--- src/rtl/sw_cond_pkg.sv ---
`default_nettype none
// ============================================================================
// Module      : sw_cond_pkg
// Description : Shared types and constants for the slide-switch conditioner.
// Revision    : 1.0 - initial release
// ============================================================================
package sw_cond_pkg;

    localparam int N_SW_DEFAULT = 4;
    localparam int CHG_CNT_W    = 16;

    typedef enum logic [0:0] {
        ST_STABLE   = 1'b0,
        ST_SETTLING = 1'b1
    } sw_state_e;

    function automatic int sw_clog2(input int value);
        int result;
        result = 0;
        while ((64'd1 << result) < 64'(value)) begin
            result++;
        end
        return result;
    endfunction

endpackage
`default_nettype wire

--- src/rtl/sw_debounce_bit.sv ---
`default_nettype none
// ============================================================================
// Module      : sw_debounce_bit
// Description : One switch bit: 2-FF synchroniser, settle counter and FSM.
// Revision    : 1.0 - initial release
// ============================================================================
module sw_debounce_bit
    import sw_cond_pkg::*;
#(
    parameter int DEBOUNCE_CYCLES = 500000
)(
    input  logic clk,
    input  logic rst,
    input  logic i_sw_raw,
    output logic o_stable,
    output logic o_rise,
    output logic o_fall
);

    localparam int             CNT_W      = sw_clog2(DEBOUNCE_CYCLES + 1);
    localparam logic [CNT_W-1:0] c_CNT_LAST = CNT_W'(DEBOUNCE_CYCLES - 1);
    localparam logic [CNT_W-1:0] c_CNT_ONE  = CNT_W'(1);

    logic             r_s1;
    logic             r_s2;
    sw_state_e        r_state;
    logic [CNT_W-1:0] r_cnt;
    logic             r_stable;
    logic             r_rise;
    logic             r_fall;

    sw_state_e        w_state_nxt;
    logic [CNT_W-1:0] w_cnt_nxt;
    logic             w_stable_nxt;
    logic             w_rise_nxt;
    logic             w_fall_nxt;

    always_ff @(posedge clk) begin
        if (rst) begin
            r_s1     <= 1'b0;
            r_s2     <= 1'b0;
            r_state  <= ST_STABLE;
            r_cnt    <= '0;
            r_stable <= 1'b0;
            r_rise   <= 1'b0;
            r_fall   <= 1'b0;
        end else begin
            r_s1     <= i_sw_raw;
            r_s2     <= r_s1;
            r_state  <= w_state_nxt;
            r_cnt    <= w_cnt_nxt;
            r_stable <= w_stable_nxt;
            r_rise   <= w_rise_nxt;
            r_fall   <= w_fall_nxt;
        end
    end

    always_comb begin
        w_state_nxt  = r_state;
        w_cnt_nxt    = r_cnt;
        w_stable_nxt = r_stable;
        w_rise_nxt   = 1'b0;
        w_fall_nxt   = 1'b0;
        case (r_state)
            ST_STABLE: begin
                if (r_s2 != r_stable) begin
                    w_state_nxt = ST_SETTLING;
                    w_cnt_nxt   = c_CNT_ONE;
                end else begin
                    w_cnt_nxt   = '0;
                end
            end
            ST_SETTLING: begin
                // Any return to the committed level restarts the whole window.
                if (r_s2 == r_stable) begin
                    w_state_nxt = ST_STABLE;
                    w_cnt_nxt   = '0;
                end else if (r_cnt == c_CNT_LAST) begin
                    w_state_nxt  = ST_STABLE;
                    w_cnt_nxt    = '0;
                    w_stable_nxt = r_s2;
                    w_rise_nxt   = r_s2;
                    w_fall_nxt   = ~r_s2;
                end else begin
                    w_cnt_nxt = r_cnt + c_CNT_ONE;
                end
            end
            default: begin
                w_state_nxt = ST_STABLE;
                w_cnt_nxt   = '0;
            end
        endcase
    end

    assign o_stable = r_stable;
    assign o_rise   = r_rise;
    assign o_fall   = r_fall;

endmodule
`default_nettype wire

--- src/rtl/sw_debounce.sv ---
`default_nettype none
// ============================================================================
// Module      : sw_debounce
// Description : Debounced switch vector with edge pulses and change counter.
// Revision    : 1.0 - initial release
// ============================================================================
module sw_debounce
    import sw_cond_pkg::*;
#(
    parameter int N_SW            = N_SW_DEFAULT,
    parameter int DEBOUNCE_CYCLES = 500000
)(
    input  logic                 clk_clk,
    input  logic                 reset_reset,
    input  logic [N_SW-1:0]      sw_raw,
    output logic [N_SW-1:0]      sw_export,
    output logic [N_SW-1:0]      sw_rise,
    output logic [N_SW-1:0]      sw_fall,
    output logic                 sw_changed,
    output logic [CHG_CNT_W-1:0] change_count
);

    logic [N_SW-1:0]      w_edges;
    logic [CHG_CNT_W-1:0] w_popcount;
    logic [CHG_CNT_W-1:0] r_change_count;

    for (genvar gi = 0; gi < N_SW; gi++) begin : g_bit
        sw_debounce_bit #(
            .DEBOUNCE_CYCLES (DEBOUNCE_CYCLES)
        ) u_bit (
            .clk      (clk_clk),
            .rst      (reset_reset),
            .i_sw_raw (sw_raw[gi]),
            .o_stable (sw_export[gi]),
            .o_rise   (sw_rise[gi]),
            .o_fall   (sw_fall[gi])
        );
    end

    // Pulses are already registered per bit, so this OR stays aligned with them.
    assign w_edges    = sw_rise | sw_fall;
    assign sw_changed = |w_edges;

    always_comb begin
        w_popcount = '0;
        for (int i = 0; i < N_SW; i++) begin
            w_popcount = w_popcount + {{(CHG_CNT_W-1){1'b0}}, w_edges[i]};
        end
    end

    always_ff @(posedge clk_clk) begin
        if (reset_reset) begin
            r_change_count <= '0;
        end else begin
            r_change_count <= r_change_count + w_popcount;
        end
    end

    assign change_count = r_change_count;

endmodule
`default_nettype wire

--- config.mk ---
export PLATFORM = sky130hd
export DESIGN_NAME = sw_debounce
export DESIGN_NICKNAME = d
export VERILOG_FILES = /design/src/rtl/sw_cond_pkg.sv /design/src/rtl/sw_debounce_bit.sv /design/src/rtl/sw_debounce.sv
export SDC_FILE = /design/constraint.sdc
export NUM_CORES = 1
export LEC_CHECK = 0
export CAP_MARGIN = 15
export CORE_MARGIN = 2
export CORE_UTILIZATION = 53
export DETAILED_ROUTE_END_ITERATION = 16
export PLACE_DENSITY = 0.76
export SYNTH_ARGS = -nofsm -noshare
export SYNTH_HDL_FRONTEND = slang
export SYNTH_SLANG_ARGS = --single-unit
--- constraint.sdc ---
create_clock -name clk_clk -period 5.16 [get_ports clk_clk]
set_input_delay 1.032 -clock clk_clk [delete_from_list [all_inputs] [get_ports clk_clk]]
set_output_delay 1.032 -clock clk_clk [all_outputs]
set_load 0.005 [all_outputs]
Yosys cells after proc, flatten, opt, wreduce, memory -nomap -nowiden
Cells that the tools add are included.
- add/sub/neg operators: 8
- equality and inequality tests: 12
- mux-type cells: 32
- bitwise gates (word level): 17
- reductions and logical operators: 9
- operator list (cell ; number):
    $mux 19 ; 8
    $pmux 19 s2 ; 4
    $add 19x1->19 const B ; 4
    $eq 19x19->1 const B ; 4
    $reduce_or 4->1 ; 5
    $add 16x4->16 ; 1
    $mux 1 ; 16
    $not 1->1 ; 16
    $reduce_and 3->1 ; 4
    $pmux 1 s2 ; 4
    $add 3x1->4 ; 1
    $eq 1x1->1 ; 4
    $ne 1x1->1 ; 4
    $or 4x4->4 ; 1
    $add 2x1->3 ; 1
    $add 1x1->2 ; 1
- flip-flop bits (word level): 116
- bits of input ports: 6
- output and inout bits: 29
- logic and storage cells: 107

Logic depth before layout (Yosys ltp)
Gate-level depths: netlist of the first run.
- depth in word-level cells: 5
- depth in mapped cells: 9

Cells and area by module
A second synthesis of the first run with hierarchy kept.
- cell total of the unflattened synthesis: 573
- area, all modules: 5403.9 µm²
- modules (own cells, without submodules) (module ; times used ; cells an instance ; area an instance (µm²) ; seq. area each (µm²)):
    sw_debounce_bit at g_bit[0].u_bit ... ; 3 ; 120 ; 1147.4 ; 500.5
    sw_debounce_bit at g_bit[3].u_bit ; 1 ; 123 ; 1169.9 ; 500.5
    sw_debounce ; 1 ; 90 ; 792.0 ; 320.3

Worst setup path before layout of the first run
No wires, ideal clock.
- path type: flip-flop to flip-flop
- start: register g_bit[0].u_bit.r_fall
- end: register r_change_count[12] (netlist: change_count[12])
- setup time: 70 ps
- data arrival time: 2361 ps
- slack: 2729 ps
- cell stages (with the launch flop): 10
- path buffers: 0
- cells stage by stage: dfxtp_1 > nor2_1 > fa_1 > fa_1 > inv_1 > fa_1 > and2_1 > nand4_1 > or3_1 > a21oi_1
- longest elaborated chain between the ends: 5
- RTL lines (item ; RTL line ; RTL):
    start, declared ; sw_debounce_bit.sv:30 ; logic r_fall;
    start signal, assigned ; sw_debounce_bit.sv:54 ; r_fall <= w_fall_nxt;
    $or 4x4->4 ; sw_debounce.sv:41 ; assign w_edges = sw_rise | sw_fall;
    $add 1x1->2 ; sw_debounce.sv:47 ; w_popcount = w_popcount + {{(CHG_CNT_W-1){1'b0}}, w_edges[i]};
    $add 2x1->3 ; sw_debounce.sv:47 ;
    $add 3x1->4 ; sw_debounce.sv:47 ;
    $add 16x4->16 ; sw_debounce.sv:55 ; r_change_count <= r_change_count + w_popcount;
    end signal, assigned ; sw_debounce.sv:55 ;
    end, declared ; sw_debounce.sv:25 ; logic [CHG_CNT_W-1:0] r_change_count;
Every way passes these cells.
A chain may end at the register's enable or synchronous reset.

Final worst setup path of the first run
Ends and elaborated chain as after synthesis.

==> results of run 1 <==
-- routing by layer --
metal / vias to the layer above / wire (um) / track usage, %
met5: - / 0 / 0
li1: 2103 / - / -
met2: 105 / 5321 / 36.40
met3: 20 / 423 / 6.712
met1: 2012 / 4894 / 25.90
met4: 0 / 176 / 7.794
-- power by group --
group	internal, uW	total [uW]	leakage (uW)	switching [uW]
combinational	7.74	17.5	0.000658	9.80
sequential	901	904	0.000936	3.52
clock	842	1250	0.000301	406
-- state kept, by name, summed over array words and instances (netlist names) --
name and flops:
change_count 16, g_bit.u_bit.o_fall 4, g_bit.u_bit.o_rise 4, g_bit.u_bit.o_stable 4, g_bit.u_bit.r_cnt 76, g_bit.u_bit.r_s1 4
g_bit.u_bit.r_s2 4, g_bit.u_bit.r_state 4
-- through the flow --
step                util, %  std cells  area, um2  hold WS (ps)
floorplan                 -        579       5174         413.8
global placement      57.23        721       5517         419.6
detailed placement    57.23        721       5517         435.9
CTS                   63.77        751       6147         452.2
global route          63.77        751       6147         467.8
finish                63.77        751       6147         453.2
-- cells in the final DEF, fill, tap and decap left out, drive strengths merged, types with 2 or more instances in the layout --
| cell | netlist | routed |
|---|---|---|
| dfxtp | 116 | 116 |
| nor2 | 73 | 73 |
| clkdlybuf4s50 | 0 | 34 |
| a21oi | 33 | 33 |
| nand3 | 31 | 31 |
| xor2 | 29 | 29 |
| nand4 | 27 | 27 |
| xnor2 | 25 | 25 |
| inv | 24 | 24 |
| nand2 | 23 | 23 |
| clkbuf | 6 | 22 |
| or3 | 21 | 21 |
| o21ai | 20 | 20 |
| nor3 | 18 | 18 |
| or4 | 14 | 14 |
| nand2b | 12 | 12 |
| o31ai | 11 | 11 |
| nor2b | 10 | 10 |
| nor4 | 10 | 10 |
| and4 | 9 | 9 |
| and3 | 7 | 7 |
| a21o | 6 | 6 |
| ha | 5 | 5 |
| a211o | 4 | 4 |
| bufinv | 0 | 4 |
| or4b | 4 | 4 |
| a211oi | 3 | 3 |
| a31o | 3 | 3 |
| and2 | 3 | 3 |
| fa | 3 | 3 |
| clkinvlp | 0 | 3 |
| or2 | 3 | 3 |
| o2111ai | 2 | 2 |
-- layout make-up --
cell class                 instances  area (um2)  share of cell area, %
clock buffer                      22       483.0                  7.857
clock inverter                     8       147.6                  2.402
inverter                          24       90.09                  1.465
multi-input combinational        413        2590                  42.13
sequential                       116        2322                  37.78
tap                              133       166.4                  2.707
timing repair buffer              35       347.8                  5.658
-- worst max-delay path, stage by stage (launching register included) --
cell and delay, ps:
sky130_fd_sc_hd__dfxtp_1 320, sky130_fd_sc_hd__nor2_1 240, sky130_fd_sc_hd__fa_1 500, sky130_fd_sc_hd__fa_1 470, sky130_fd_sc_hd__inv_1 80, sky130_fd_sc_hd__fa_1 200, sky130_fd_sc_hd__and2_1 230, sky130_fd_sc_hd__nand4_1 200
sky130_fd_sc_hd__or3_1 350, sky130_fd_sc_hd__a21oi_1 140
-- path summary, 6_finish.rpt --
path	start	end	slack (ps)	depth (start not counted)
max reg2reg	g_bit[0].u_bit.o_fall	change_count[12]	2370	9
min	g_bit[2].u_bit.r_s1	g_bit[2].u_bit.r_s2	450	1
max	g_bit[0].u_bit.o_fall	change_count[12]	2370	9
min reg2reg	g_bit[2].u_bit.r_s1	g_bit[2].u_bit.r_s2	450	1
-- cells by family (layout without fill, tap and decap cells) --
family | count (synthesis) | count (layout) | share of synthesized area, %
AND/OR/NAND/NOR | 268 | 268 | 28.75
flip-flops | 116 | 116 | 44.89
AO/OA/AOI/OAI | 83 | 83 | 9.795
XOR/XNOR | 54 | 54 | 9.141
buffers and inverters | 50 | 89 | 5.054
adder cells (fa/ha/maj) | 8 | 8 | 2.370
==> results.txt, run 1 <==
----------------------------------------------------
[Run status]
  Run status ... complete, no violations

[Clock tree]
  Longest Clk Path Bufs ... 2
  Inserted Clock Buffers ... 17
  Clock latency reported for the late side of the worst-skew pair ... 520 ps
  TritonCTS Sinks ... 116
  Number of instances resized during post-cts repair ... 0
  TritonCTS clock tree ... done
  Post-CTS Repair Setup Buffers ... 0
  Maximum level of the CTS H-tree ... 4
  Post-CTS Hold Fix Bufs ... 0
  Root buf cell ... sky130_fd_sc_hd__clkbuf_8
  Clock-pin slew reported for the worst setup and hold paths after clock tree synthesis ... 60 ps

[Yosys]
  Mapped Cells ... 579
  Synth async-reset ratio ... 0%
  EDFF count, synth ... 0
  Library cell with the largest summed area after synthesis ... sky130_fd_sc_hd__dfxtp_1
  Combined area of all synthesized cells ... 5174 um2
  Post-synth top cells ... sky130_fd_sc_hd__dfxtp_1 (116), sky130_fd_sc_hd__nor2_1 (73), sky130_fd_sc_hd__a21oi_1 (33)
  Most area-consuming cells after synthesis ... sky130_fd_sc_hd__dfxtp_1 (45%), sky130_fd_sc_hd__nor2_1 (5.3%), sky130_fd_sc_hd__xor2_1 (4.9%), sky130_fd_sc_hd__xnor2_1 (4.2%), sky130_fd_sc_hd__a21oi_1 (3.2%)
  Post-Synthesis Mean Instance Area ... 8.936 um2
  Sequential-to-total area share from yosys stat ... 44.89%
  Number of synthesis warnings ... 0
  Number of distinct library cells after synthesis ... 44
  Main flop type after synthesis ... sky130_fd_sc_hd__dfxtp_1
  Proportion of netlist area held by the largest area contributor ... 44.89%
  Post-synthesis sequential element count ... 116
  Library cell with the highest instance count after synthesis ... sky130_fd_sc_hd__dfxtp_1
  Mapped Nets ... 593

[Die]
  Num rows ... 36
  Top-Level Pins ... 35
  Die width ... 102.8 um
  Initial core utilization ... 53.67%
  Area of the core region ... 9639 um2
  Die footprint ... 10570 um2
  Die Ht ... 102.8 um

[Detailed routing]
  DR iter-0 viols ... 132
  Via count of the routed design ... 4240
  Detailed-route wire length ... 10810 um
  Routed wire length per instance ... 14.40 um
  Drt drc ... 0
  Detailed-route vias per instance ... 5.646
  Pre-Repair DR Iteration Count ... 4
  Antenna Violating Nets Remaining ... 0

[Hold path]
  Tightest Hold Check Type ... reg2reg

[Power]
  Total leakage power ... 0.001896 uW
  Design Power ... 2170 uW
  Power density cells ... 353.0 nW/um2
  Peak supply drop ... 0.1930 mV

[Timing]
  Final hold vios ... 0
  Worst setup margin ... 2369 ps
  Transition at the pin with the smallest max-transition slack ... 866.7 ps
  Max-slew headroom ... 41.69%
  Final total negative setup slack ... 0 ps
  Final critical delay including setup and external delays ... 2791 ps
  Fin Clk Skew ... 9.215 ps
  Final period utilization ... 54.09%
  Highest achievable clock rate ... 358.3 MHz
  Unrepaired setup endpoints after global routing ... no
  Final number of setup-violating endpoints ... 0
  Final Max Tran Viols ... 0

[Global route]
  Total congestion overflow ... 0
  All-Layer GR Usage ... 21.53%
  Wire length of the first global-routing pass ... 17890 um
  Via count of the first global-routing pass ... 3951
  Antenna violations before repair ... 0
  Maximum number of pins on one net before global-route repair ... 28

[Worst setup path]
  Category of the worst setup path launch point ... flop
  Arrival time at the worst endpoint ... 3240 ps
  Crit path max fanout ... 5
  Req. time, crit path ... 5610 ps
  Category of the worst setup path capture point ... flop
  Start-to-end type of the worst setup path ... reg2reg

[Placed design]
  Post-place setup slack ... 1955 ps
  Count of input and output buffers ... 34
  Detailed-placement wirelength estimate ... 7236 um
  Placer congestion estimate ... 0.8328

[Finish]
  Share of post-route cells with drive strength above 1 ... 7.282%
  Synthesis-to-layout area growth ... 18.82%
  Final net count ... 621
  Filler Cell Count ... 802
  Count of antenna diodes in the layout ... 0

[Run]
  Max-cap violations ... 0

----------------------------------------------------
(Power assumes the default switching activity.)
==> run 2: changes to the inputs <==
- PLACE_DENSITY: 0.76 -> 0.79
- clock period: 5.16 -> 2.4 ns (I/O delays scaled with it)
==> run 2 against run 1 <==
Against the previous run:
- the flow now finishes with violations (negative setup slack)
- hold slack got worse by 4.8 ps
- clock power rose by 110%
- via count rose by 2.5%
- maximum frequency rose by 14%
- critical path type unchanged
- highest routed layer unchanged
==> results.txt, run 2 (synthesis results as in run 1) <==
----------------------------------------------------
[Die]
  Die footprint ... 10570 um2 (unchanged)
  Top-Level Pins ... 35 (unchanged)
  Num rows ... 36 (unchanged)
  Area of the core region ... 9639 um2 (unchanged)
  Die width ... 102.8 um (unchanged)
  Initial core utilization ... 53.67% (unchanged)
  Die Ht ... 102.8 um (unchanged)

[Detailed routing]
  Detailed-route vias per instance ... 5.658 (was 5.646)
  Antenna Violating Nets Remaining ... 0 (unchanged)
  Pre-Repair DR Iteration Count ... 5 (was 4)
  DR iter-0 viols ... 184 (was 132)
  Drt drc ... 0 (unchanged)
  Via count of the routed design ... 4345 (was 4240)
  Detailed-route wire length ... 11490 um (was 10810 um)
  Routed wire length per instance ... 14.95 um (was 14.40 um)

[Finish]
  Final instance area ... 6290 um2 (was 6147 um2)
  Most common cell after layout, fill and taps aside ... sky130_fd_sc_hd__dfxtp_1 (unchanged)
  Commonest cells after routing, fill and taps aside ... sky130_fd_sc_hd__dfxtp_1 (112), sky130_fd_sc_hd__nor2_1 (71), sky130_fd_sc_hd__clkdlybuf4s50_1 (34), sky130_fd_sc_hd__a21oi_1 (32), sky130_fd_sc_hd__nand3_1 (31) (was sky130_fd_sc_hd__dfxtp_1 (116), sky130_fd_sc_hd__nor2_1 (73), sky130_fd_sc_hd__clkdlybuf4s50_1 (34), sky130_fd_sc_hd__a21oi_1 (33), sky130_fd_sc_hd__nand3_1 (31))
  Synthesis-to-layout area growth ... 21.57% (was 18.82%)
  Final net count ... 637 (was 621)
  Count of antenna diodes in the layout ... 0 (unchanged)
  Flip-flop count of the largest register, all copies and words added ... 76 (unchanged)
  Non-Filler Instances ... 768 (was 751)
  Final core occ ... 65.25% (was 63.77%)
  Register bank with the most flops ... g_bit.u_bit.r_cnt (unchanged)
  Share of post-route cells with drive strength above 1 ... 11.34% (was 7.282%)

[Timing]
  Final hold vios ... 0 (unchanged)
  Fin Clk Skew ... 5.618 ps (was 9.215 ps)
  Worst setup margin ... -52.92 ps (was 2369 ps)
  Hold slack ... 448.4 ps (was 453.2 ps)
  Final number of setup-violating endpoints ... 3 (was 0)
  Final period utilization ... 102.2% (was 54.09%)
  Final Max Tran Viols ... 0 (unchanged)
  Highest achievable clock rate ... 407.7 MHz (was 358.3 MHz)
  Transition at the pin with the smallest max-transition slack ... 544.6 ps (was 866.7 ps)
  Unrepaired setup endpoints after global routing ... yes (was no)
  Final critical delay including setup and external delays ... 2453 ps (was 2791 ps)
  Max-slew headroom ... 63.69% (was 41.69%)

[Worst setup path]
  Critical Path Slowest Stage Cell ... sky130_fd_sc_hd__fa_1 (unchanged)
  R2r startpoint ... g_bit[2].u_bit.o_rise (was g_bit[0].u_bit.o_fall)
  Critical path buffers and inverters ... 1 (unchanged)
  CP Launch Point ... g_bit[2].u_bit.o_rise (was g_bit[0].u_bit.o_fall)
  Family with the most delay on the worst path ... adder cells (unchanged)
  Start-to-end type of the worst setup path ... reg2reg (unchanged)
  Crit Reg-Reg Endpoint ... change_count[14] (was change_count[12])
  Req. time, crit path ... 2860 ps (was 5610 ps)
  Category of the worst setup path capture point ... flop (unchanged)
  Register-to-Register Path Depth ... 9 (unchanged)
  Arrival time at the worst endpoint ... 2910 ps (was 3240 ps)
  Category of the worst setup path launch point ... flop (unchanged)
  Crit path max fanout ... 3 (was 5)
  Most prevalent standard cell on the critical path ... sky130_fd_sc_hd__fa_2 (was sky130_fd_sc_hd__fa_1)
  CP max stage delay ... 450 ps (was 500 ps)
  Minimum setup slack among reg-to-reg paths ... -50 ps (was 2370 ps)
  Worst-path cell chain ... nor2_4 > fa_1 > fa_2 > inv_2 > fa_2 > and2_4 > nand4_1 > or3_4 > a21oi_2 (was nor2_1 > fa_1 > fa_1 > inv_1 > fa_1 > and2_1 > nand4_1 > or3_1 > a21oi_1)

[Run]
  Max-cap violations ... 0 (unchanged)

[Clock tree]
  TritonCTS clock tree ... done (unchanged)
  Inserted Clock Buffers ... 17 (unchanged)
  Root buf cell ... sky130_fd_sc_hd__clkbuf_8 (unchanged)
  TritonCTS Sinks ... 116 (unchanged)
  Clock-pin slew reported for the worst setup and hold paths after clock tree synthesis ... 60 ps (about the same)
  Maximum level of the CTS H-tree ... 4 (unchanged)
  Clock latency reported for the late side of the worst-skew pair ... 520 ps (about the same)
  Longest Clk Path Bufs ... 2 (unchanged)
  Post-CTS Hold Fix Bufs ... 0 (unchanged)

[Placed design]
  Detailed-placement wirelength estimate ... 7416 um (was 7236 um)
  Count of input and output buffers ... 34 (unchanged)
  Placer congestion estimate ... 0.8579 (was 0.8328)
  Cell Count Post-Placement ... 734 (was 721)
  Instance area after placement ... 5632 um2 (was 5517 um2)

[Run status]
  Run status ... finished, violations left (was complete, no violations)
  Failing checks ... negative setup slack

[Global route]
  Total congestion overflow ... 0 (unchanged)
  Via count of the first global-routing pass ... 4149 (was 3951)
  Antenna violations before repair ... 0 (unchanged)
  Wire length of the first global-routing pass ... 19040 um (was 17890 um)
  Maximum number of pins on one net before global-route repair ... 22 (was 28)
  All-Layer GR Usage ... 22.88% (was 21.53%)

[Power]
  Peak supply drop ... 0.4742 mV (was 0.1930 mV)
  Total leakage power ... 0.001976 uW (was 0.001896 uW)
  Power density cells ... 728.2 nW/um2 (was 353.0 nW/um2)

[Hold path]
  Hold Crit Endpoint ... g_bit[2].u_bit.r_s2 (unchanged)
  Min-delay src ... g_bit[2].u_bit.r_s1 (unchanged)
  Cells on Worst Hold Path ... 1 (unchanged)
  Tightest Hold Check Type ... reg2reg (unchanged)

----------------------------------------------------
-- run 2: cell types whose count changed in the layout (fill, tap and decap cells not counted), moves of 2 or more --
| cell | before | now |
|---|---|---|
| sky130_fd_sc_hd__clkbuf_1 | 0 | 2 |
| sky130_fd_sc_hd__nor2_1 | 73 | 71 |
| sky130_fd_sc_hd__dfxtp_2 | 0 | 4 |
| sky130_fd_sc_hd__fa_2 | 0 | 2 |
| sky130_fd_sc_hd__nor2_4 | 0 | 2 |
| sky130_fd_sc_hd__clkbuf_8 | 6 | 3 |
| sky130_fd_sc_hd__buf_4 | 1 | 16 |
| sky130_fd_sc_hd__dfxtp_1 | 116 | 112 |
| sky130_fd_sc_hd__clkinv_2 | 1 | 4 |
| sky130_fd_sc_hd__fa_1 | 3 | 1 |
-- run 2: final cells by class --
class,count,area (um2)
clock buffers,21,449.2
clock inverters,10,155.1
fillers,792,3349
inverters,24,90.09
multi-input cells,413,2621
flip-flops and latches,116,2327
well taps,133,166.4
repair buffers,51,480.5
-- run 2: where the power goes --
group	total [uW]	switching, uW	internal, uW
combinational	41.1	22.2	18.9
sequential	1940	7.82	1940
clock	2590	868	1730
total	4580	898	3680
-- run 2: worst reg2reg max path, cell delays in order, from the launching register on --
cell                      delay, ps
sky130_fd_sc_hd__dfxtp_2        330
sky130_fd_sc_hd__nor2_4         130
sky130_fd_sc_hd__fa_1           450
sky130_fd_sc_hd__fa_2           370
sky130_fd_sc_hd__inv_2           70
sky130_fd_sc_hd__fa_2           200
sky130_fd_sc_hd__and2_4         150
sky130_fd_sc_hd__nand4_1        150
sky130_fd_sc_hd__or3_4          420
sky130_fd_sc_hd__a21oi_2        130
-- run 2: what timing repair did --
| item | CTS | global route |
|---|---|---|
| setup endpoints to repair | 5 | 6 |
| gates resized for setup | 3 | 9 |
| pin swaps | 4 | 3 |
| setup buffers | 1 | 2 |
-- run 2: worst max-delay path by stage --
stage | end | cells past startpoint
4_1_cts | change_count[12] | 9
2_1_floorplan | change_count[12] | 9
3_3_place_gp | change_count[14] | 9
6_report | change_count[14] | 9
3_5_place_dp | change_count[12] | 9
5_1_grt | change_count[14] | 9
-- run 2: metrics by stage --
stage,setup TNS (ps),setup WS (ps),total power (uW)
6_report,-80.91,-52.92,4580
5_1_grt,-316.4,-127.6,4706
4_1_cts,0,20.13,4605
3_5_place_dp,-229.6,-105.3,2026
3_3_place_gp,-3.887,-2.137,2023
2_1_floorplan,0,34.81,2006
-- run 2: metal layers --
layer / share of wire (%) / GRT usage, %
met5: 0 / 0
met4: 1.1 / 8.704
met2: 51 / 38.11
met1: 44 / 27.70
met3: 4.7 / 7.390
==> run 3: changes to the inputs <==
- CORE_UTILIZATION: 53 -> 45
- PLACE_DENSITY: 0.79 -> 0.69
==> run 3 against run 2 <==
Against the previous run:
- highest routed layer unchanged
- maximum frequency up 4.2%
- sequential power about the same
- sequential share of layout area increased by 0.21 points
- routed wire length shrank 7.2%
- final cell count increased by 1.2%
- utilization fell by 10 points
- hold slack hardly changed
- clock power shrank 7%
- the flow now finishes without violations
- non-clock buffer count shrank 1
- global-route usage shrank 5.1 points
==> results.txt, run 3 (synthesis results as in run 1) <==
----------------------------------------------------
[Timing]
  Final total negative setup slack ... 0 ps (was -80.91 ps)
  Final hold vios ... 0 (unchanged)
  Max-slew headroom ... 60.98% (was 63.69%)
  Transition at the pin with the smallest max-transition slack ... 585.3 ps (was 544.6 ps)
  Final period utilization ... 98.07% (was 102.2%)
  Highest achievable clock rate ... 424.9 MHz (was 407.7 MHz)
  Final Max Tran Viols ... 0 (unchanged)
  Fin Clk Skew ... 7.156 ps (was 5.618 ps)
  Final critical delay including setup and external delays ... 2354 ps (was 2453 ps)
  Final number of setup-violating endpoints ... 0 (was 3)
  Hold slack ... 448.2 ps (was 448.4 ps)
  Unrepaired setup endpoints after global routing ... yes (unchanged)

[Detailed routing]
  Via count of the routed design ... 4286 (was 4345)
  Antenna Violating Nets Remaining ... 0 (unchanged)
  DR iter-0 viols ... 257 (was 184)
  Routed wire length per instance ... 13.71 um (was 14.95 um)
  Detailed-route wire length ... 10650 um (was 11490 um)
  Pre-Repair DR Iteration Count ... 4 (was 5)
  Drt drc ... 0 (unchanged)
  Detailed-route vias per instance ... 5.516 (was 5.658)

[Finish]
  Commonest cells after routing, fill and taps aside ... sky130_fd_sc_hd__dfxtp_1 (113), sky130_fd_sc_hd__nor2_1 (71), sky130_fd_sc_hd__clkdlybuf4s50_1 (34), sky130_fd_sc_hd__a21oi_1 (31), sky130_fd_sc_hd__nand3_1 (31) (was sky130_fd_sc_hd__dfxtp_1 (112), sky130_fd_sc_hd__nor2_1 (71), sky130_fd_sc_hd__clkdlybuf4s50_1 (34), sky130_fd_sc_hd__a21oi_1 (32), sky130_fd_sc_hd__nand3_1 (31))
  Synthesis-to-layout area growth ... 20.82% (was 21.57%)
  Count of antenna diodes in the layout ... 0 (unchanged)
  Final instance area ... 6251 um2 (was 6290 um2)
  Flip-flop count of the largest register, all copies and words added ... 76 (unchanged)
  Most common cell after layout, fill and taps aside ... sky130_fd_sc_hd__dfxtp_1 (unchanged)
  Final net count ... 636 (was 637)
  Register bank with the most flops ... g_bit.u_bit.r_cnt (unchanged)
  Non-Filler Instances ... 777 (was 768)
  Final core occ ... 55.22% (was 65.25%)
  Share of post-route cells with drive strength above 1 ... 11.36% (was 11.34%)

[Hold path]
  Tightest Hold Check Type ... reg2reg (unchanged)

[Worst setup path]
  Req. time, crit path ... 2750 ps (was 2860 ps)
  Crit path max fanout ... 3 (unchanged)
  Category of the worst setup path capture point ... flop (unchanged)
  Start-to-end type of the worst setup path ... reg2reg (unchanged)
  Arrival time at the worst endpoint ... 2700 ps (was 2910 ps)
  Category of the worst setup path launch point ... flop (unchanged)

[Die]
  Die width ... 111.2 um (was 102.8 um)
  Die footprint ... 12370 um2 (was 10570 um2)
  Num rows ... 39 (was 36)
  Area of the core region ... 11320 um2 (was 9639 um2)
  Initial core utilization ... 45.70% (was 53.67%)
  Top-Level Pins ... 35 (unchanged)
  Die Ht ... 111.2 um (was 102.8 um)

[Clock tree]
  Longest Clk Path Bufs ... 2 (unchanged)
  Root buf cell ... sky130_fd_sc_hd__clkbuf_16 (was sky130_fd_sc_hd__clkbuf_8)
  Inserted Clock Buffers ... 17 (unchanged)
  Clock latency reported for the late side of the worst-skew pair ... 410 ps (was 520 ps)
  Maximum level of the CTS H-tree ... 4 (unchanged)
  Clock-pin slew reported for the worst setup and hold paths after clock tree synthesis ... 50 ps (was 60 ps)
  TritonCTS Sinks ... 116 (unchanged)
  TritonCTS clock tree ... done (unchanged)

[Global route]
  All-Layer GR Usage ... 17.76% (was 22.88%)
  Wire length of the first global-routing pass ... 18000 um (was 19040 um)
  Via count of the first global-routing pass ... 4067 (was 4149)
  Antenna violations before repair ... 0 (unchanged)
  Total congestion overflow ... 0 (unchanged)
  Maximum number of pins on one net before global-route repair ... 19 (was 22)

[Placed design]
  Detailed-placement wirelength estimate ... 7267 um (was 7416 um)
  Instance area after placement ... 5632 um2 (unchanged)
  Placer congestion estimate ... 0.8394 (was 0.8579)
  Count of input and output buffers ... 34 (unchanged)
  Cell Count Post-Placement ... 744 (was 734)

[Power]
  Peak supply drop ... 0.5238 mV (was 0.4742 mV)
  Power density cells ... 705.0 nW/um2 (was 728.2 nW/um2)
  Total leakage power ... 0.001947 uW (was 0.001976 uW)

[Run]
  Max-cap violations ... 0 (unchanged)

[Run status]
  Run status ... complete, no violations (was finished, violations left)

----------------------------------------------------
## run 3: cell count changes in the layout (fill, tap and decap cells not counted), sizes merged
cell / delta
clkinv: +3
clkbuf: -3
bufinv: -2
clkinvlp: +2
buf: -1
## run 3: per-layer routing
metal	up-vias	wire, um	GRT usage (%)
li1	2131	-	-
met5	-	0	0
met2	86	5126	29.59
met3	17	434	5.249
met4	0	176	8.148
met1	2052	4916	21.09
## run 3: timing repair
action | CTS | global route
hold buffers | 0 | 0
pin swaps | 2 | 7
resized for setup | 2 | 10
setup endpoints to repair | 2 | 6
setup buffers | 2 | 0
hold endpoints to repair | 0 | 0
## run 3: worst max-delay path, cell delays in order (launching register included)
cell and delay, ps:
sky130_fd_sc_hd__dfxtp_2 330, sky130_fd_sc_hd__nor2_4 130, sky130_fd_sc_hd__fa_1 440, sky130_fd_sc_hd__fa_2 370, sky130_fd_sc_hd__inv_2 70, sky130_fd_sc_hd__fa_2 200, sky130_fd_sc_hd__and2_4 140, sky130_fd_sc_hd__nand4_1 110
sky130_fd_sc_hd__or3_1 360, sky130_fd_sc_hd__a21oi_2 150
## run 3: final timing paths
kind	depth (start not counted)	slack (ps)	start	end
setup reg to reg	9	50	g_bit[0].u_bit.o_fall	change_count[12]
setup / recovery	9	50	g_bit[0].u_bit.o_fall	change_count[12]
hold / removal	1	450	g_bit[1].u_bit.r_s1	g_bit[1].u_bit.r_s2
hold reg to reg	1	450	g_bit[1].u_bit.r_s1	g_bit[1].u_bit.r_s2
## run 3: per-stage QoR
stage,total power [uW],setup WS (ps)
CTS,4456,18.36
detailed placement,2027,-53.80
finish,4407,46.40
global route,4549,-65.19
floorplan,2006,34.81
global placement,2026,4.050
## run 3: area by class of cell
cell class	count	area, um2
sequential	116	2326
tap	143	178.9
inverter	24	90.09
clock buffer	18	439.2
fill	1050	5070
timing repair buffer	50	460.4
multi-input combinational	413	2620
clock inverter	13	136.4
## run 3: power breakdown
group | switching (uW) | internal [uW] | leakage, uW | total, uW
registers | 7.34 | 1940 | 0.000938 | 1940
clock network | 880 | 1540 | 0.000274 | 2420
logic | 22.3 | 19.7 | 0.000736 | 42.0
